$ cat config.mk
export PLATFORM = sky130hd
export DESIGN_NAME = vga_data_controller_flat
export DESIGN_NICKNAME = d
export VERILOG_FILES = /design/src/rtl/vga_pkg.sv /design/src/rtl/vga_data_controller_if.sv /design/src/rtl/vga_data_controller.sv /design/src/flat_wrapper.sv
export SDC_FILE = /design/constraint.sdc
export NUM_CORES = 1
export LEC_CHECK = 0
export ABC_AREA = 1
export CAP_MARGIN = 20
export CORE_ASPECT_RATIO = 2
export CORE_MARGIN = 2
export CORE_UTILIZATION = 40
export CTS_CLUSTER_SIZE = 10
export DETAILED_ROUTE_END_ITERATION = 10
export HOLD_SLACK_MARGIN = 0.08
export PLACE_DENSITY = 0.77
export SLEW_MARGIN = 20
export SYNTH_ARGS = -nofsm -noshare
export SYNTH_HDL_FRONTEND = slang
export SYNTH_SLANG_ARGS = --single-unit
$ cat constraint.sdc
create_clock -name clk -period 1.3 [get_ports clk]
set_input_delay 0.13 -clock clk [delete_from_list [all_inputs] [get_ports clk]]
set_output_delay 0.13 -clock clk [all_outputs]
set_load 0.02 [all_outputs]
$ cat src/rtl/vga_pkg.sv
// Shared types and constants for the VGA span fetch engine.
package vga_pkg;

    typedef enum logic [1:0] {
        SYNC       = 2'd0,
        BACKPORCH  = 2'd1,
        ACTIVE     = 2'd2,
        FRONTPORCH = 2'd3
    } vga_state_t;

    typedef enum logic {
        IDLE = 1'b0,
        REQ  = 1'b1
    } fetch_state_t;

    localparam int PIX_PER_WORD = 32;
    localparam int DEFAULT_FETCH_OFFSET = 16;
    localparam logic [4:0] SPAN_LAST = 5'(PIX_PER_WORD - 1);

endpackage

$ cat src/rtl/vga_data_controller_if.sv
// SRAM-side request/response bundle between the fetch engine and the arbiter.
interface vga_data_controller_if #(
    parameter int ADDR_W = 32,
    parameter int DATA_W = 32
);
    logic              read;
    logic [3:0]        byte_select_out;
    logic [ADDR_W-1:0] SRAM_address;
    logic [DATA_W-1:0] data_from_SRAM;
    logic              data_en;
    logic [3:0]        byte_select_in;

    modport master (
        output read,
        output byte_select_out,
        output SRAM_address,
        input  data_from_SRAM,
        input  data_en,
        input  byte_select_in
    );

    modport slave (
        input  read,
        input  byte_select_out,
        input  SRAM_address,
        output data_from_SRAM,
        output data_en,
        output byte_select_in
    );
endinterface

$ cat src/rtl/vga_data_controller.sv
// Prefetches one 1-bpp word per 32-pixel span from SRAM, half a span early,
// and hands it to the pixel serializer exactly at the span boundary.
module vga_data_controller
    import vga_pkg::*;
#(
    parameter int ADDR_W       = 32,
    parameter int DATA_W       = 32,
    parameter int FETCH_OFFSET = DEFAULT_FETCH_OFFSET
) (
    input  logic                    clk,
    input  logic                    nrst,
    input  logic [ADDR_W-1:0]       VGA_request_address,
    input  logic [9:0]              h_count,
    input  logic [1:0]              VGA_state,
    output logic [DATA_W-1:0]       data_to_VGA,
    vga_data_controller_if.master   sram
);

    localparam logic [4:0] LAUNCH_POS = 5'(FETCH_OFFSET);

    fetch_state_t      state, state_next;
    vga_state_t        phase;
    logic [4:0]        span_pos;
    logic              visible;
    logic              launch_hit;
    logic              present_hit;
    logic              capture;
    logic              read_q, read_next;
    logic [3:0]        bse_q, bse_next;
    logic [ADDR_W-1:0] addr_q, addr_next;
    logic [DATA_W-1:0] fetch_buf;
    logic              buf_valid;
    logic              unused_h_count;

    // Keeps only the byte lanes the arbiter marked valid; other lanes read as blank.
    function automatic logic [DATA_W-1:0] mask_bytes(input logic [DATA_W-1:0] d,
                                                     input logic [3:0] sel);
        logic [DATA_W-1:0] m;
        m = '0;
        for (int k = 0; k < 4; k++) begin
            if (sel[k]) m[8*k +: 8] = d[8*k +: 8];
        end
        return m;
    endfunction

    assign phase          = vga_state_t'(VGA_state);
    assign span_pos       = h_count[4:0];
    assign unused_h_count = ^h_count[9:5];
    assign visible        = (phase == BACKPORCH) || (phase == ACTIVE);
    assign launch_hit     = visible && (span_pos == LAUNCH_POS);
    assign present_hit    = visible && (span_pos == SPAN_LAST);

    assign sram.read            = read_q;
    assign sram.byte_select_out = bse_q;
    assign sram.SRAM_address    = addr_q;

    // Next-state and registered-output decode for the fetch request FSM.
    always_comb begin
        state_next = state;
        read_next  = read_q;
        bse_next   = bse_q;
        addr_next  = addr_q;
        capture    = 1'b0;
        case (state)
            IDLE: begin
                if (launch_hit) begin
                    state_next = REQ;
                    read_next  = 1'b1;
                    bse_next   = 4'hF;
                    addr_next  = VGA_request_address;
                end
            end
            REQ: begin
                if (!visible || (present_hit && !sram.data_en)) begin
                    state_next = IDLE;
                    read_next  = 1'b0;
                    bse_next   = 4'h0;
                end else if (sram.data_en) begin
                    capture    = 1'b1;
                    state_next = IDLE;
                    read_next  = 1'b0;
                    bse_next   = 4'h0;
                end
            end
            default: begin
                state_next = IDLE;
                read_next  = 1'b0;
                bse_next   = 4'h0;
            end
        endcase
    end

    // FSM state and request-side output registers.
    always_ff @(posedge clk or negedge nrst) begin
        if (!nrst) begin
            state  <= IDLE;
            read_q <= 1'b0;
            bse_q  <= 4'h0;
            addr_q <= '0;
        end else begin
            state  <= state_next;
            read_q <= read_next;
            bse_q  <= bse_next;
            addr_q <= addr_next;
        end
    end

    // Prefetch buffer and span-boundary presentation; a capture on the
    // present cycle lands after the old buffer has been handed over.
    always_ff @(posedge clk or negedge nrst) begin
        if (!nrst) begin
            fetch_buf   <= '0;
            buf_valid   <= 1'b0;
            data_to_VGA <= '0;
        end else if (!visible) begin
            buf_valid   <= 1'b0;
            data_to_VGA <= '0;
        end else begin
            if (present_hit) begin
                data_to_VGA <= buf_valid ? fetch_buf : '0;
                buf_valid   <= 1'b0;
            end
            if (capture) begin
                fetch_buf <= mask_bytes(sram.data_from_SRAM, sram.byte_select_in);
                buf_valid <= 1'b1;
            end
        end
    end

endmodule

$ cat src/flat_wrapper.sv
// flat-port wrapper written by rule: the top's interface ports become plain ports
module vga_data_controller_flat import vga_pkg::*;
#(
    parameter int ADDR_W       = 32,
    parameter int DATA_W       = 32,
    parameter int FETCH_OFFSET = DEFAULT_FETCH_OFFSET
)
  (clk, nrst, VGA_request_address, h_count, VGA_state, data_to_VGA, sram_read, sram_byte_select_out, sram_SRAM_address, sram_data_from_SRAM, sram_data_en, sram_byte_select_in);
  vga_data_controller_if #(.ADDR_W(ADDR_W), .DATA_W(DATA_W)) sram_i ();
  input  logic clk;
  input  logic nrst;
  input  logic [ADDR_W-1:0] VGA_request_address;
  input  logic [9:0] h_count;
  input  logic [1:0] VGA_state;
  output logic [DATA_W-1:0] data_to_VGA;
  output wire logic [$bits(sram_i.read)-1:0] sram_read;
  output wire logic [$bits(sram_i.byte_select_out)-1:0] sram_byte_select_out;
  output wire logic [$bits(sram_i.SRAM_address)-1:0] sram_SRAM_address;
  input wire logic [$bits(sram_i.data_from_SRAM)-1:0] sram_data_from_SRAM;
  input wire logic [$bits(sram_i.data_en)-1:0] sram_data_en;
  input wire logic [$bits(sram_i.byte_select_in)-1:0] sram_byte_select_in;
  assign sram_read = sram_i.read;
  assign sram_byte_select_out = sram_i.byte_select_out;
  assign sram_SRAM_address = sram_i.SRAM_address;
  assign sram_i.data_from_SRAM = sram_data_from_SRAM;
  assign sram_i.data_en = sram_data_en;
  assign sram_i.byte_select_in = sram_byte_select_in;
  vga_data_controller #(.ADDR_W(ADDR_W), .DATA_W(DATA_W), .FETCH_OFFSET(FETCH_OFFSET)) u_core (.clk(clk), .nrst(nrst), .VGA_request_address(VGA_request_address), .h_count(h_count), .VGA_state(VGA_state), .data_to_VGA(data_to_VGA), .sram(sram_i));
endmodule
==> flow_summary_export.csv <==
group,metric,value,unit
drt,drt_first_pass_iters,4,
yosys,netlist_area,4160,µm²
layout,multi_input_area,1290,µm²
floorplanning,dieArea,11300,µm²
grt,grt_overflow,0,
critical_path,r2r-start,"u_core.state",
layout,drive_gt1_frac,0.0868,
clock_tree,cts_tree,"done",
grt,track_usage,0.190,
clock_tree,clock_path_buffers,2,
power_and_ir_drop,irDropWorstVdd,0.762,mV
drt,routed_wl,10300,µm
layout,final_util,0.592,
floorplanning,ioPinCount,152,
yosys,ys.flop_type,"dfrtp_1",
status,status,"complete, no violations",
power_and_ir_drop,switchingPower,2060,µW
clock_tree,cts.htree.levels,3,
timing,rsz0062_at_grt,"false",
timing,setup_viol,0,
timing,slew_violations,0,
grt,grt_antenna_before_repair,0,
timing,tightest_slew,311,ps
critical_path,slowest_stage,"dfrtp_1",
power_and_ir_drop,p_int,5540,µW
layout,fillers,949,
placed_design,routabilityCongestion,0.796,
timing,hold_viol,0,
drt,wire_per_inst,14.1,µm
critical_path,crit_family,"flip-flops",
critical_path,path_max_fanout,6,
power_and_ir_drop,power_frac_clock,0.332,
drt,drtIter0Drc,128,
yosys,synth-edff-count,0,
floorplanning,coreArea,10100,µm²
critical_path,critPathLaunchType,"flip-flop",
layout,n_antenna_cell,0,
floorplanning,fp.dieH,148,µm
critical_path,slowest_delay,400,ps
grt,grt_pass1_wl,16800,µm
layout,seqCellArea,2480,µm²
floorplanning,rows,52,
critical_path,startpoint,"u_core.sram.byte_select_out[2]",
power_and_ir_drop,share_comb_of_total_power,0.198,
yosys,synth.distinct_cells,19,
timing,maxSlewHeadroom,0.792,
placed_design,io_buffers,146,
placed_design,dp_hpwl,7670,µm
floorplanning,start_util,0.410,
critical_path,critical_path_class,"reg -> out",
clock_tree,numCtsBuffers,9,
yosys,syn_area_per_cell,9.18,µm²
drt,drc,0,
power_and_ir_drop,p_sw_frac,0.271,
clock_tree,clk_pin_slew,70,ps
run,drv_cap,0,
drt,viasPerCell,4.82,
layout,layout_commonest_cell,"nand2_1",
critical_path,crit_chain,"dlygate4sd2_1",
critical_path,end_kind,"primary output",
clock_tree,cts-root-buf,"clkbuf_16",
critical_path,required,1170,ps
yosys,synth_async_sr_flop_share,1.00,
power_and_ir_drop,p_leak,0.00323,µW
yosys,seq_area_frac_synth,0.595,
grt,grt_pass1_vias,3557,
clock_tree,insertion_delay,330,ps
floorplanning,die_x,76.1,µm
power_and_ir_drop,power_density,1260,nW/µm²
power_and_ir_drop,p_total,7600,µW
timing,fmaxAchievable,822,MHz
timing,layout_min_cycle_time,1220,ps
yosys,synth_warnings,0,
yosys,ys_ff_latch,99,
yosys,syn-num-nets,536,
layout,fin_nets,677,
critical_path,critPathArrivalTime,1090,ps
layout,mostFrequentLayoutCells,"nand2_1 (138), dfrtp_1 (99), clkdlybuf4s50_1 (76)",
yosys,synth_cells,453,
timing,skew,6.18,ps
grt,grt_max_degree,45,
layout,area_growth,44.5,%
drt,ant_nets,0,
clock_tree,cts.sink_count,99,
min_path,hold_class,"in -> async",
critical_path,cp_num_buf_inv,1,
power_and_ir_drop,p_seq_frac,0.470,
timing,post-route-period-util,0.935,
drt,vias,3541,
==> layer usage <==
metal | global-route usage | part of all wire
met2 | 0.357 | 0.56
met5 | 0 | 0
met3 | 0.0394 | 0.049
met4 | 0.0773 | 0.025
met1 | 0.206 | 0.37
==> cell families (layout without fill, tap and decap cells) <==
group,Yosys count,count (layout),share of synthesized area
xor gates and xnor gates,1,1,0.00211
and+or+nand+nor,212,212,0.219
buffers and inverters,76,222,0.0941
DFF,99,99,0.595
AOI/OAI and AO/OA,65,65,0.0890
==> per-stage QoR <==
stage                     area [µm²]  hold slack [ps]  TNS (ps)  cells  setup slack, ps
after floorplan                 4160             -166         0    453              128
after global placement          5800             23.5    -15280    717             -197
after detailed placement        5800             23.8    -20960    717             -242
after CTS                       6010              211         0    734             56.0
after global routing            6010              231         0    734             6.57
final                           6010              206         0    734             84.0
==> state kept, by name, indices dropped and copies added (netlist names) <==
name and flops:
u_core.data_to_VGA 32, u_core.sram.byte_select_out 1, u_core.buf_valid 1, u_core.state 1
u_core.fetch_buf 32, u_core.sram.SRAM_address 32
==> cell type report <==
cell class	instances	share of cell area
inverters	41	0.0256
multi-input cells	278	0.215
flip-flops and latches	99	0.412
clock buffers	13	0.0449
clock inverters	3	0.00354
repair buffers	165	0.271
well taps	135	0.0281
==> Yosys cell counts (3+ instances only) <==
library cell,count,area [µm²]
inv_1,40,150
nor2_1,3,11.3
buf_4,9,67.6
nand2_1,138,518
buf_1,6,22.5
nand3_1,66,330
o21ai_1,50,250
buf_6,9,101
o21ai_2,12,105
clkbuf_1,7,26.3
dfrtp_1,99,2480
o21ai_0,3,15.0
==> power by group through the flow <==
stage / Clock (µW) / Sequential, µW / Combinational, µW
after floorplan: 0 / 3890 / 517
after global placement: 0 / 3620 / 1670
after detailed placement: 0 / 3640 / 1710
after CTS: 2610 / 3570 / 1530
after global routing: 2730 / 3610 / 1630
final: 2520 / 3570 / 1500
==> worst paths after layout <==
kind	to	slack (ps)	cells after the start
max reg2reg	u_core.sram.SRAM_address[2]	90	7
min reg2reg	u_core.sram.SRAM_address[31]	480	2
max in group asynchronous	u_core.sram.SRAM_address[13]	580	3
min in group clk	u_core.sram.SRAM_address[15]	340	3
min	u_core.sram.SRAM_address[0]	210	2
max	sram_byte_select_out[1]	80	1
==> what timing repair did <==
item                                   4_1_cts  5_1_grt
endpoints found under the hold margin       99        0
pin swaps                                    0        0
setup buffers                                0        0
gates resized for setup                     69        1
setup endpoints to repair                   69        1
hold buffers                                 1        0
Note: power is estimated with default switching activity, not from simulation.
